`config.mk`:
```
export PLATFORM = sky130hd
export DESIGN_NAME = otter_cu_fsm_flat
export DESIGN_NICKNAME = d
export VERILOG_FILES = /design/src/rtl/otter_cu_fsm_pkg.sv /design/src/rtl/otter_cu_fsm_if.sv /design/src/rtl/otter_cu_fsm_wait_timer.sv /design/src/rtl/otter_cu_fsm.sv /design/src/flat_wrapper.sv
export SDC_FILE = /design/constraint.sdc
export NUM_CORES = 1
export LEC_CHECK = 0
export ABC_AREA = 1
export CORE_MARGIN = 3
export CORE_UTILIZATION = 42
export DETAILED_ROUTE_END_ITERATION = 7
export PLACE_DENSITY_LB_ADDON = 0.05
export SETUP_SLACK_MARGIN = 0.2
export SYNTH_ARGS = -nofsm -noshare
export SYNTH_HDL_FRONTEND = slang
export SYNTH_SLANG_ARGS = --single-unit
```
`constraint.sdc`:
```
create_clock -name clk -period 1.45 [get_ports clk]
set_input_delay 0.29 -clock clk [delete_from_list [all_inputs] [get_ports clk]]
set_output_delay 0.29 -clock clk [all_outputs]
set_load 0.005 [all_outputs]
```
`src/rtl/otter_cu_fsm_pkg.sv`:
```
// Shared types for the OTTER multicycle control unit: FSM states, trap causes,
// RV32I major opcodes and the func3 value that separates mret from CSR ops.
package otter_cu_fsm_pkg;

    typedef enum logic [2:0] {
        ST_FETCH,
        ST_EXEC,
        ST_MEM,
        ST_WB,
        ST_TRAP
    } cu_state_t;

    // TC_NONE is what the port shows whenever csr_trap is low.
    typedef enum logic [1:0] {
        TC_NONE        = 2'd0,
        TC_INTR        = 2'd1,
        TC_ILLEGAL     = 2'd2,
        TC_BUS_TIMEOUT = 2'd3
    } trap_cause_t;

    typedef enum logic [6:0] {
        OP_LUI    = 7'b0110111,
        OP_AUIPC  = 7'b0010111,
        OP_JAL    = 7'b1101111,
        OP_JALR   = 7'b1100111,
        OP_BRANCH = 7'b1100011,
        OP_LOAD   = 7'b0000011,
        OP_STORE  = 7'b0100011,
        OP_IMM    = 7'b0010011,
        OP_REG    = 7'b0110011,
        OP_SYSTEM = 7'b1110011
    } opcode_t;

    localparam logic [2:0] FUNC3_PRIV   = 3'b000;
    localparam logic [2:0] FUNC3_CSRRW  = 3'b001;
    localparam logic [2:0] FUNC3_CSRRS  = 3'b010;
    localparam logic [2:0] FUNC3_CSRRC  = 3'b011;

    // Single-cycle instructions that retire with both a PC update and an rd write.
    function automatic logic is_rd_writer(input logic [6:0] op);
        return (op == OP_LUI)  || (op == OP_AUIPC) || (op == OP_IMM) ||
               (op == OP_REG)  || (op == OP_JAL)   || (op == OP_JALR);
    endfunction

endpackage

```
`src/rtl/otter_cu_fsm_if.sv`:
```
// Control-unit bundle: decoded instruction fields, memory handshakes and
// interrupt inputs toward the CU, strobes and trap cause back to the datapath.
interface otter_cu_fsm_if;
    import otter_cu_fsm_pkg::*;

    logic [6:0]  opcode;
    logic [2:0]  func3;
    logic        intr;
    logic        mie;
    logic        imem_valid;
    logic        dmem_ready;

    logic        imem_rden;
    logic        dmem_rden;
    logic        dmem_we;
    logic        pc_we;
    logic        rf_we;
    logic        csr_we;
    logic        csr_trap;
    logic        csr_mret;
    trap_cause_t trap_cause;

    modport master (
        input  opcode, func3, intr, mie, imem_valid, dmem_ready,
        output imem_rden, dmem_rden, dmem_we, pc_we, rf_we,
               csr_we, csr_trap, csr_mret, trap_cause
    );

    modport slave (
        output opcode, func3, intr, mie, imem_valid, dmem_ready,
        input  imem_rden, dmem_rden, dmem_we, pc_we, rf_we,
               csr_we, csr_trap, csr_mret, trap_cause
    );

endinterface

```
`src/rtl/otter_cu_fsm_wait_timer.sv`:
```
// Access wait counter shared by FETCH and MEM; expired marks the last cycle an
// access may still complete before the FSM gives up on it.
module cu_wait_timer #(
    parameter int WAIT_TIMEOUT = 16
) (
    input  logic clk,
    input  logic rst,
    input  logic clr,
    input  logic inc,
    output logic expired
);

    localparam int            W    = $clog2(WAIT_TIMEOUT + 1);
    localparam logic [W-1:0]  LAST = W'(WAIT_TIMEOUT - 1);

    logic [W-1:0] cnt_q, cnt_d;

    always_comb begin
        cnt_d = cnt_q;
        if (clr)
            cnt_d = '0;
        else if (inc && !expired)
            cnt_d = cnt_q + 1'b1;
    end

    always_ff @(posedge clk or posedge rst) begin
        if (rst)
            cnt_q <= '0;
        else
            cnt_q <= cnt_d;
    end

    assign expired = (cnt_q == LAST);

endmodule

```
`src/rtl/otter_cu_fsm.sv`:
```
// OTTER multicycle control FSM: fetch/exec/mem/writeback sequencing with
// handshaked memories, access timeouts, interrupt entry, illegal-op trap, CSR and mret.
module otter_cu_fsm
    import otter_cu_fsm_pkg::*;
#(
    parameter int WAIT_TIMEOUT = 16,
    parameter bit EN_INTR      = 1'b1,
    parameter bit EN_ILL_TRAP  = 1'b1
) (
    input  logic           clk,
    input  logic           rst,
    otter_cu_fsm_if.master bus
);

    cu_state_t   state_q, state_d;
    trap_cause_t cause_q, cause_d;
    logic        is_store_q, is_store_d;

    logic tmr_clr, tmr_inc, tmr_expired;

    logic        imem_rden, dmem_rden, dmem_we;
    logic        pc_we, rf_we, csr_we, csr_trap, csr_mret;
    trap_cause_t trap_cause;

    cu_wait_timer #(.WAIT_TIMEOUT(WAIT_TIMEOUT)) u_wait_timer (
        .clk     (clk),
        .rst     (rst),
        .clr     (tmr_clr),
        .inc     (tmr_inc),
        .expired (tmr_expired)
    );

    always_ff @(posedge clk or posedge rst) begin
        if (rst) begin
            state_q    <= ST_FETCH;
            cause_q    <= TC_NONE;
            is_store_q <= 1'b0;
        end else begin
            state_q    <= state_d;
            cause_q    <= cause_d;
            is_store_q <= is_store_d;
        end
    end

    always_comb begin
        state_d    = state_q;
        cause_d    = cause_q;
        is_store_d = is_store_q;
        tmr_inc    = 1'b0;
        imem_rden  = 1'b0;
        dmem_rden  = 1'b0;
        dmem_we    = 1'b0;
        pc_we      = 1'b0;
        rf_we      = 1'b0;
        csr_we     = 1'b0;
        csr_trap   = 1'b0;
        csr_mret   = 1'b0;
        trap_cause = TC_NONE;

        unique case (state_q)
            ST_FETCH: begin
                imem_rden = 1'b1;
                if (bus.imem_valid) begin
                    state_d = ST_EXEC;
                end else if (tmr_expired) begin
                    state_d = ST_TRAP;
                    cause_d = TC_BUS_TIMEOUT;
                end else begin
                    tmr_inc = 1'b1;
                end
            end

            ST_EXEC: begin
                // A pending interrupt preempts the fetched instruction entirely.
                if (EN_INTR && bus.intr && bus.mie) begin
                    state_d = ST_TRAP;
                    cause_d = TC_INTR;
                end else if (bus.opcode == OP_LOAD) begin
                    state_d    = ST_MEM;
                    is_store_d = 1'b0;
                end else if (bus.opcode == OP_STORE) begin
                    state_d    = ST_MEM;
                    is_store_d = 1'b1;
                end else if (is_rd_writer(bus.opcode)) begin
                    pc_we   = 1'b1;
                    rf_we   = 1'b1;
                    state_d = ST_FETCH;
                end else if (bus.opcode == OP_BRANCH) begin
                    pc_we   = 1'b1;
                    state_d = ST_FETCH;
                end else if (bus.opcode == OP_SYSTEM) begin
                    pc_we   = 1'b1;
                    state_d = ST_FETCH;
                    if (bus.func3 == FUNC3_PRIV) begin
                        csr_mret = 1'b1;
                    end else begin
                        csr_we = 1'b1;
                        rf_we  = 1'b1;
                    end
                end else if (EN_ILL_TRAP) begin
                    state_d = ST_TRAP;
                    cause_d = TC_ILLEGAL;
                end else begin
                    pc_we   = 1'b1;
                    state_d = ST_FETCH;
                end
            end

            ST_MEM: begin
                // Direction comes from the latch; opcode is no longer stable here.
                dmem_rden = !is_store_q;
                dmem_we   = is_store_q;
                if (bus.dmem_ready) begin
                    if (is_store_q) begin
                        pc_we   = 1'b1;
                        state_d = ST_FETCH;
                    end else begin
                        state_d = ST_WB;
                    end
                end else if (tmr_expired) begin
                    state_d = ST_TRAP;
                    cause_d = TC_BUS_TIMEOUT;
                end else begin
                    tmr_inc = 1'b1;
                end
            end

            ST_WB: begin
                rf_we   = 1'b1;
                pc_we   = 1'b1;
                state_d = ST_FETCH;
            end

            ST_TRAP: begin
                csr_trap   = 1'b1;
                pc_we      = 1'b1;
                trap_cause = cause_q;
                state_d    = ST_FETCH;
            end

            default: begin
                state_d = ST_FETCH;
            end
        endcase

        // State already sits at ST_FETCH under reset; this keeps imem_rden quiet too.
        if (rst) begin
            imem_rden  = 1'b0;
            dmem_rden  = 1'b0;
            dmem_we    = 1'b0;
            pc_we      = 1'b0;
            rf_we      = 1'b0;
            csr_we     = 1'b0;
            csr_trap   = 1'b0;
            csr_mret   = 1'b0;
            trap_cause = TC_NONE;
        end
    end

    assign tmr_clr = (state_d != state_q);

    assign bus.imem_rden  = imem_rden;
    assign bus.dmem_rden  = dmem_rden;
    assign bus.dmem_we    = dmem_we;
    assign bus.pc_we      = pc_we;
    assign bus.rf_we      = rf_we;
    assign bus.csr_we     = csr_we;
    assign bus.csr_trap   = csr_trap;
    assign bus.csr_mret   = csr_mret;
    assign bus.trap_cause = trap_cause;

    a_dmem_excl: assert property (@(posedge clk) disable iff (rst) !(dmem_rden && dmem_we));
    a_pc_src:    assert property (@(posedge clk) disable iff (rst) !(csr_trap && csr_mret));

endmodule

```
`src/flat_wrapper.sv`:
```
// flat-port wrapper written by rule: the top's interface ports become plain ports
module otter_cu_fsm_flat import otter_cu_fsm_pkg::*;
#(
    parameter int WAIT_TIMEOUT = 16,
    parameter bit EN_INTR      = 1'b1,
    parameter bit EN_ILL_TRAP  = 1'b1
)
  (clk, rst, bus_opcode, bus_func3, bus_intr, bus_mie, bus_imem_valid, bus_dmem_ready, bus_imem_rden, bus_dmem_rden, bus_dmem_we, bus_pc_we, bus_rf_we, bus_csr_we, bus_csr_trap, bus_csr_mret, bus_trap_cause);
  otter_cu_fsm_if bus_i ();
  input  logic clk;
  input  logic rst;
  input wire logic [$bits(bus_i.opcode)-1:0] bus_opcode;
  input wire logic [$bits(bus_i.func3)-1:0] bus_func3;
  input wire logic [$bits(bus_i.intr)-1:0] bus_intr;
  input wire logic [$bits(bus_i.mie)-1:0] bus_mie;
  input wire logic [$bits(bus_i.imem_valid)-1:0] bus_imem_valid;
  input wire logic [$bits(bus_i.dmem_ready)-1:0] bus_dmem_ready;
  output wire logic [$bits(bus_i.imem_rden)-1:0] bus_imem_rden;
  output wire logic [$bits(bus_i.dmem_rden)-1:0] bus_dmem_rden;
  output wire logic [$bits(bus_i.dmem_we)-1:0] bus_dmem_we;
  output wire logic [$bits(bus_i.pc_we)-1:0] bus_pc_we;
  output wire logic [$bits(bus_i.rf_we)-1:0] bus_rf_we;
  output wire logic [$bits(bus_i.csr_we)-1:0] bus_csr_we;
  output wire logic [$bits(bus_i.csr_trap)-1:0] bus_csr_trap;
  output wire logic [$bits(bus_i.csr_mret)-1:0] bus_csr_mret;
  output wire logic [$bits(bus_i.trap_cause)-1:0] bus_trap_cause;
  assign bus_i.opcode = bus_opcode;
  assign bus_i.func3 = bus_func3;
  assign bus_i.intr = bus_intr;
  assign bus_i.mie = bus_mie;
  assign bus_i.imem_valid = bus_imem_valid;
  assign bus_i.dmem_ready = bus_dmem_ready;
  assign bus_imem_rden = bus_i.imem_rden;
  assign bus_dmem_rden = bus_i.dmem_rden;
  assign bus_dmem_we = bus_i.dmem_we;
  assign bus_pc_we = bus_i.pc_we;
  assign bus_rf_we = bus_i.rf_we;
  assign bus_csr_we = bus_i.csr_we;
  assign bus_csr_trap = bus_i.csr_trap;
  assign bus_csr_mret = bus_i.csr_mret;
  assign bus_trap_cause = bus_i.trap_cause;
  otter_cu_fsm #(.WAIT_TIMEOUT(WAIT_TIMEOUT), .EN_INTR(EN_INTR), .EN_ILL_TRAP(EN_ILL_TRAP)) u_core (.clk(clk), .rst(rst), .bus(bus_i));
endmodule
```
; Yosys cells after proc, flatten, opt, wreduce, memory -nomap -nowiden
; Index checks and enable logic that the tools add are counted.
[word_totals]
inputBits = 16
regBits = 11
out_inout_bits = 10
[op_classes]
mux = 73
n_addsub = 1
bitwise = 1
reduce_logical = 17
n_eq_ne = 23
[op_table]
columns = cell, n
row1 = $mux 1, 45
row2 = $eq 7x7->1 const B, 4
row3 = $mux 3, 9
row4 = $mux 2, 12
row5 = $eq 7x6->1 const B, 3
row6 = $ne 3x2->1 const B, 5
row7 = $eq 7x5->1 const B, 2
row8 = $mux 5, 2
row9 = $pmux 3 s3, 1
row10 = $reduce_and 8->1, 1
row11 = $eq 7x2->1 const B, 1
row12 = $eq 3x2->1 const B, 2
row13 = $logic_not 3->1, 2
row14 = $pmux 2 s3, 1
row15 = $add 5x1->5 const B, 1
row16 = $eq 5x4->1 const B, 1
row17 = $logic_or 1x1->1, 5
row18 = $ne 2x2->1 const B, 2
row19 = $pmux 1 s2, 2
row20 = $reduce_bool 2->1, 2
row21 = $eq 3x1->1 const B, 1
row22 = $eq 3x3->1 const B, 1
row23 = $ne 3x3->1, 1
row24 = $pmux 1 s3, 1
row25 = 6 further kinds, 8

; Longest topological paths before layout
; Gate-level depths: netlist (run 1).
[logic_depth]
ltp_word = 13
depth_mapped = 9

; By module
; From an unflattened synthesis (run 1), not the netlist that was laid out.
[unflattened]
hier_cells = 144
area_unflattened_um2 = 895.9
[modules_own_cells]
columns = module, cells_per_inst, area_per_inst_um2, seq_area_each_um2, instances
row1 = otter_cu_fsm, 107, 609.3, 150.1, 1
row2 = cu_wait_timer, 37, 286.5, 125.1, 1

; Worst setup path before layout (run 1)
; No wires, ideal clock.
[synth_path]
path_kind = reg-to-reg
start = register u_core.u_wait_timer.cnt_q[0]
end = register u_core.u_wait_timer.cnt_q[0]
setup_ps = 69
path_slack_ps = -17
period_less_slack_ps = 1467
path_buffers = 0
t_arrival_ps = 1398
path_stages_with_launch = 9
path_cell_list = dfrtp_1 ha_1 and3_1 ha_1 inv_1 nand4_1 nand2_1 inv_2 nor2_2
[synth_via]
elab_chain_len = 6
elab_cells_between_ends = 16
classes_between = add/sub: 1 / eq/ne: 2 / mux: 10 / reduce/logical: 3
[synth_rtl]
columns = item, line_no
row1 = "start, declared", otter_cu_fsm_wait_timer.sv:16  ; logic [W-1:0] cnt_q, cnt_d;
row2 = "start signal, assigned", otter_cu_fsm_wait_timer.sv:30  ; cnt_q <= cnt_d;
row3 = $eq 5x4->1, otter_cu_fsm_wait_timer.sv:33  ; assign expired = (cnt_q == LAST);
row4 = $mux 3 / $mux 1 (equally long branches), "otter_cu_fsm.sv:65, otter_cu_fsm.sv:120"
row5 = "$mux 3, or another cell as far along", otter_cu_fsm.sv:113  ; if (bus.dmem_ready) begin
row6 = $pmux 3 s3 / $pmux 1 s2 (equally long branches), otter_cu_fsm.sv:60  ; unique case (state_q)
row7 = $ne 3x3->1 / $logic_and 1x1->1 (equally long branches), "otter_cu_fsm.sv:160, otter_cu_fsm_wait_timer.sv:22"
row8 = $mux 5 / $reduce_bool 2->1 (equally long branches), n/a
; Parallel ways exist; a longest one is shown, timed or not. The select of a mux whose other input is x is not followed.
; A chain may end at the register's enable or synchronous reset.

; Final worst setup path (run 1)
[layout_path]
start = register u_core.state_q[0]
end = output bus_pc_we
[layout_via]
elab_chain_len = 4
elab_cells_between_ends = 7
classes_between = eq/ne: 4 / mux: 2 / reduce/logical: 1
[layout_rtl]
columns = item, line_no
row1 = "start, declared", otter_cu_fsm.sv:15  ; cu_state_t state_q, state_d;
row2 = "start signal, assigned", otter_cu_fsm.sv:39  ; state_q <= state_d;
row3 = $eq 3x2->1 / $eq 3x3->1 (equally long branches), otter_cu_fsm.sv:60
row4 = $reduce_or 2->1 (no line), n/a
row5 = $pmux 1 s3 *, otter_cu_fsm.sv:60
row6 = $mux 1 *, otter_cu_fsm.sv:147  ; if (rst) begin
row7 = "end, declared", flat_wrapper.sv:21  ; output wire logic [$bits(bus_i.pc_we)-1:0] bus_pc_we;
; Mark *: on every way between the ends. The rest lies on a longest branch, timed or not.

==> results of run 1 <==
[metal layers]
layer | wire (um) | GRT usage, % | up-vias | share of wire (%)
met2 | 1850 | 50.0 | 60 | 50
met4 | 155 | 14.5 | 0 | 4.2
met3 | 237 | 2.85 | 16 | 6.4
met1 | 1460 | 34.0 | 554 | 39
li1 | - | - | 582 | -
met5 | 0 | 0 | - | 0
[flip-flops by register name (all words and copies together) (netlist names)]
register and cells:
u_core.u_wait_timer.cnt_q 5, u_core.state_q 3, u_core.cause_q 2, u_core.is_store_q 1
[critical path, stage by stage, from the launching register on]
cell and delay [ns]:
dfrtp_2 0.45, buf_6 0.14, nor2_4 0.15, nand2_4 0.07
o22ai_2 0.16, inv_1 0.07, a21oi_1 0.14, buf_2 0.13
[area by class of cell]
| class | count | area share [%] |
|---|---|---|
| clock buffer | 4 | 1.50 |
| inverter | 29 | 6.93 |
| sequential | 11 | 15.9 |
| tap | 27 | 1.93 |
| timing repair buffer | 74 | 34.1 |
| multi-input combinational | 95 | 39.7 |
[per-stage QoR]
stage / total power, mW / setup WS, ns / instances / setup TNS (ns)
global route: 1.48 / -0.459 / 240 / -5.37
detailed placement: 0.893 / -0.847 / 212 / -6.85
CTS: 1.26 / -0.319 / 235 / -2.91
floorplan: 0.640 / 0.148 / 136 / 0
global placement: 0.877 / -0.836 / 212 / -6.59
finish: 1.40 / -0.412 / 240 / -4.10
[logic make-up after synthesis]
logic type,count (synthesis)
AOI/OAI and AO/OA,11
and+or+nand+nor,80
DFF,11
adders and majority gates,2
xor gates and xnor gates,2
buffers and inverters,30
[timing repair]
action | in CTS | in global routing
pin swaps | 23 | 12
buffers inserted | 19 | 5
endpoints found under the setup margin | 21 | 21
resized for setup | 90 | 18
[placed cells by master (no fill, tap or decap), types with 2 or more instances in the layout]
cell,Yosys,routed
a21oi_2,1,3
inv_4,0,3
dfrtp_1,11,9
nand3_2,2,4
nor3_4,0,2
nand3_1,14,12
nor2_2,9,7
a21oi_1,5,3
xnor2_1,2,2
inv_2,6,8
buf_2,0,10
nand2_4,0,3
inv_1,22,16
dlygate4sd2_1,0,7
nand4_1,6,6
nand2_2,2,10
nor3_2,1,2
nor2_4,0,10
buf_4,1,39
clkbuf_4,0,3
clkdlybuf4s50_1,0,8
dfrtp_2,0,2
nor2_1,14,6
buf_6,0,10
nand2_1,27,16
[final timing paths]
| kind | endpoint | from | cells past startpoint |
|---|---|---|---|
| max | bus_pc_we | u_core.state_q[0]$_DFF_PP0_ | 7 |
| min | u_core.state_q[2]$_DFF_PP0_ | rst | 3 |
| max reg2reg | u_core.cause_q[1]$_DFFE_PP0P_ | u_core.state_q[1]$_DFF_PP0_ | 12 |
| min reg2reg | u_core.cause_q[0]$_DFFE_PP0P_ | u_core.cause_q[0]$_DFFE_PP0P_ | 2 |
| max in group asynchronous | u_core.state_q[1]$_DFF_PP0_ | rst | 3 |
| min in group clk | u_core.cause_q[0]$_DFFE_PP0P_ | u_core.cause_q[0]$_DFFE_PP0P_ | 2 |
[power breakdown]
group | switching (mW) | internal [mW]
registers | 0.0374 | 0.358
logic | 0.408 | 0.392
clock network | 0.0965 | 0.106
==> results.md, run 1 <==
- The Yosys step of the flow raised 0 warnings.
- The number of clock buffers added by TritonCTS is 3.
- In this run the worst path has a maximum fanout of 4.
- At the end of the flow the core is filled with cells to 87.5%.
- Of the post-synthesis cell area, the part taken by muxes is 0%.
- CTS placed an instance of clkbuf_4 at the clock tree root.
- The total cell area at the placement stage is 1400 um^2.
- The area growth from synthesis to layout is 94.7%.
- The worst path in the final design needs a cycle of 1.86 ns, including I/O delays and setup.
- The mean cell area of the mapped netlist is 6.61 um^2.
- IR analysis of the VDD net gives a maximum drop of 0.811 mV.
- After synthesis, the cell types taking the most area are dfrtp_1 (31%), nand2_1 (11%), inv_1 (9.2%).
- The number of antenna diodes in the final layout is 0.
- The row count is 16.
- For flop-to-flop paths, the worst setup slack is -0.34 ns.
- The tool flagged a number of max-cap violations equal to 0.
- After clock tree synthesis, the clock-pin slew on the worst setup and hold paths is 0.07 ns.
- The CTS tree is built.
- The most common cell in the synthesized netlist is nand2_1.
- Synthesis produced a netlist whose cell count is 136.
- The initial cell density of the core is 44.9%.
- The synthesized netlist contains 24 unique library cells.
- In the final design database the tool counted 232 nets.
- The aggregate global-route resource usage is 28.5%.
- The buffer depth of the longest clock path is 2.
- The antenna violation net count after detailed routing is 0.
- 26 I/O pins were placed.
- The main combinational cell family by area after synthesis is simple AND/OR/NAND/NOR gates.
- At the worst endpoint, the arrival time is 1.57 ns.
- The largest net degree at the start of global routing is 12.
- The die outline area is 2730 um^2.
- The worst slew margin relative to its limit is 81.5%.
- The horizontal die dimension is 52.3 um.
- Summing the areas of all compound-gate instances in the mapped netlist gives 7.37% of the synthesized area.
- Ranked by instance count, the synthesized netlist is headed by nand2_1 (27), inv_1 (22), nand3_1 (14), nor2_1 (14), dfrtp_1 (11).
- In the post-route analysis, the smallest setup slack over all paths is -0.412 ns.
- The post-route netlist has 58.2% of its cells at a drive strength greater than 1.
- In this run, the number of DRC markers left after iteration 0 of detailed routing was 37.
- In the routed design, unresolved DRC markers number 0.
- The pre-antenna-repair detailed-routing pass consisted of 4 iterations.
- The worst setup path is captured at an output port.
- The final hold slack is 0.472 ns.
- The run finished, with violations left.
- The height of the die is 52.3 um.
- The final reports fail on setup timing.
- After synthesis the cells add up to 900 um^2.
- The highest clock frequency the design can meet is 537 MHz.
- The tightest min-delay check is of the in -> async type.
- The startpoint type of the worst setup path is a flop.
- The total nets after synthesis is 154.
- On the final layout, the worst clock skew is 0.00900 ns.
- The first-pass GRT wire length is 5.64 mm.
- Across all layers, the routed design uses 1212 vias.
- Fill cells in the final layout number 115.
- Setup repair after global routing could not meet its margin everywhere.
- The total leakage power is 0.916 nW.
- The summed area of non-filler cells in the final layout is 1750 um^2.
- The simple-gate area share of the yosys netlist is 44.4%.
- The synthesized netlist devotes 2.78% of its cell area to adder and majority cells.
- The count of endpoints failing hold in the final timing report is 0.
- The detailed-route wire length is 3.70 mm.
- The initial antenna violation count is 0.
- The parity-gate share of the synthesized area counting xor and xnor cells is 1.95%.
- The via count of the first global-routing pass is 1229.
- The number of buffers added on ports is 25.
- Setup violations remaining at the end of the flow were counted as 20.
- The area inside the core boundary is 2000 um^2.
- The number of vias per cell after detailed routing is 5.05.
- At the pin with the least slew margin, the transition time is 0.275 ns.
- In the final layout, the multi-input gates occupy 696 um^2.
- The required time of the critical path is 1.16 ns.
- For this run, the leading register cell type out of synthesis is dfrtp_1.
- Synthesis inferred 11 register bits.
- The post-synthesis cell type with the largest combined area is dfrtp_1.
- The number of pins with negative max-slew slack in the final report came to 0.
- For this run the aggregate overflow at the end of global routing stands at 0.
- The post-synthesis sequential area ratio is 30.6%.
- In this run, synthesis inferred 0 flip-flops with an integrated enable.
- For this design, the sink count on the clock tree is 11.
- The period utilization is 128%.
- Clock latency on the worst-skew pair, taken at its later pin, is 0.27 ns.
- The count of hold buffers inserted by post-cts repair is 0.
- The synthesized design devotes to its leading area cell type 30.6% of total area.
- The power density over the cells is 798 nW/um^2.
- The final HPWL from detailed placement is 2.00 mm.
- The post-detailed-route wirelength per cell is 15.4 um.
- The category of the critical setup timing path is reg -> out.
- The async set-or-reset flop fraction in the synthesized netlist is 100%.
- The total area of sequential cells is 278 um^2.
- The final estimated routing congestion in global placement is 0.823.
- CTS built an H-tree with a depth of 1.
No activity file was read; power rests on OpenSTA's default activity.
==> run 2: changes to the inputs <==
CAP_MARGIN = 20   (was unset)
==> results of run 2 <==
No change in the layout: final DEF, timing and power equal those of run 1.
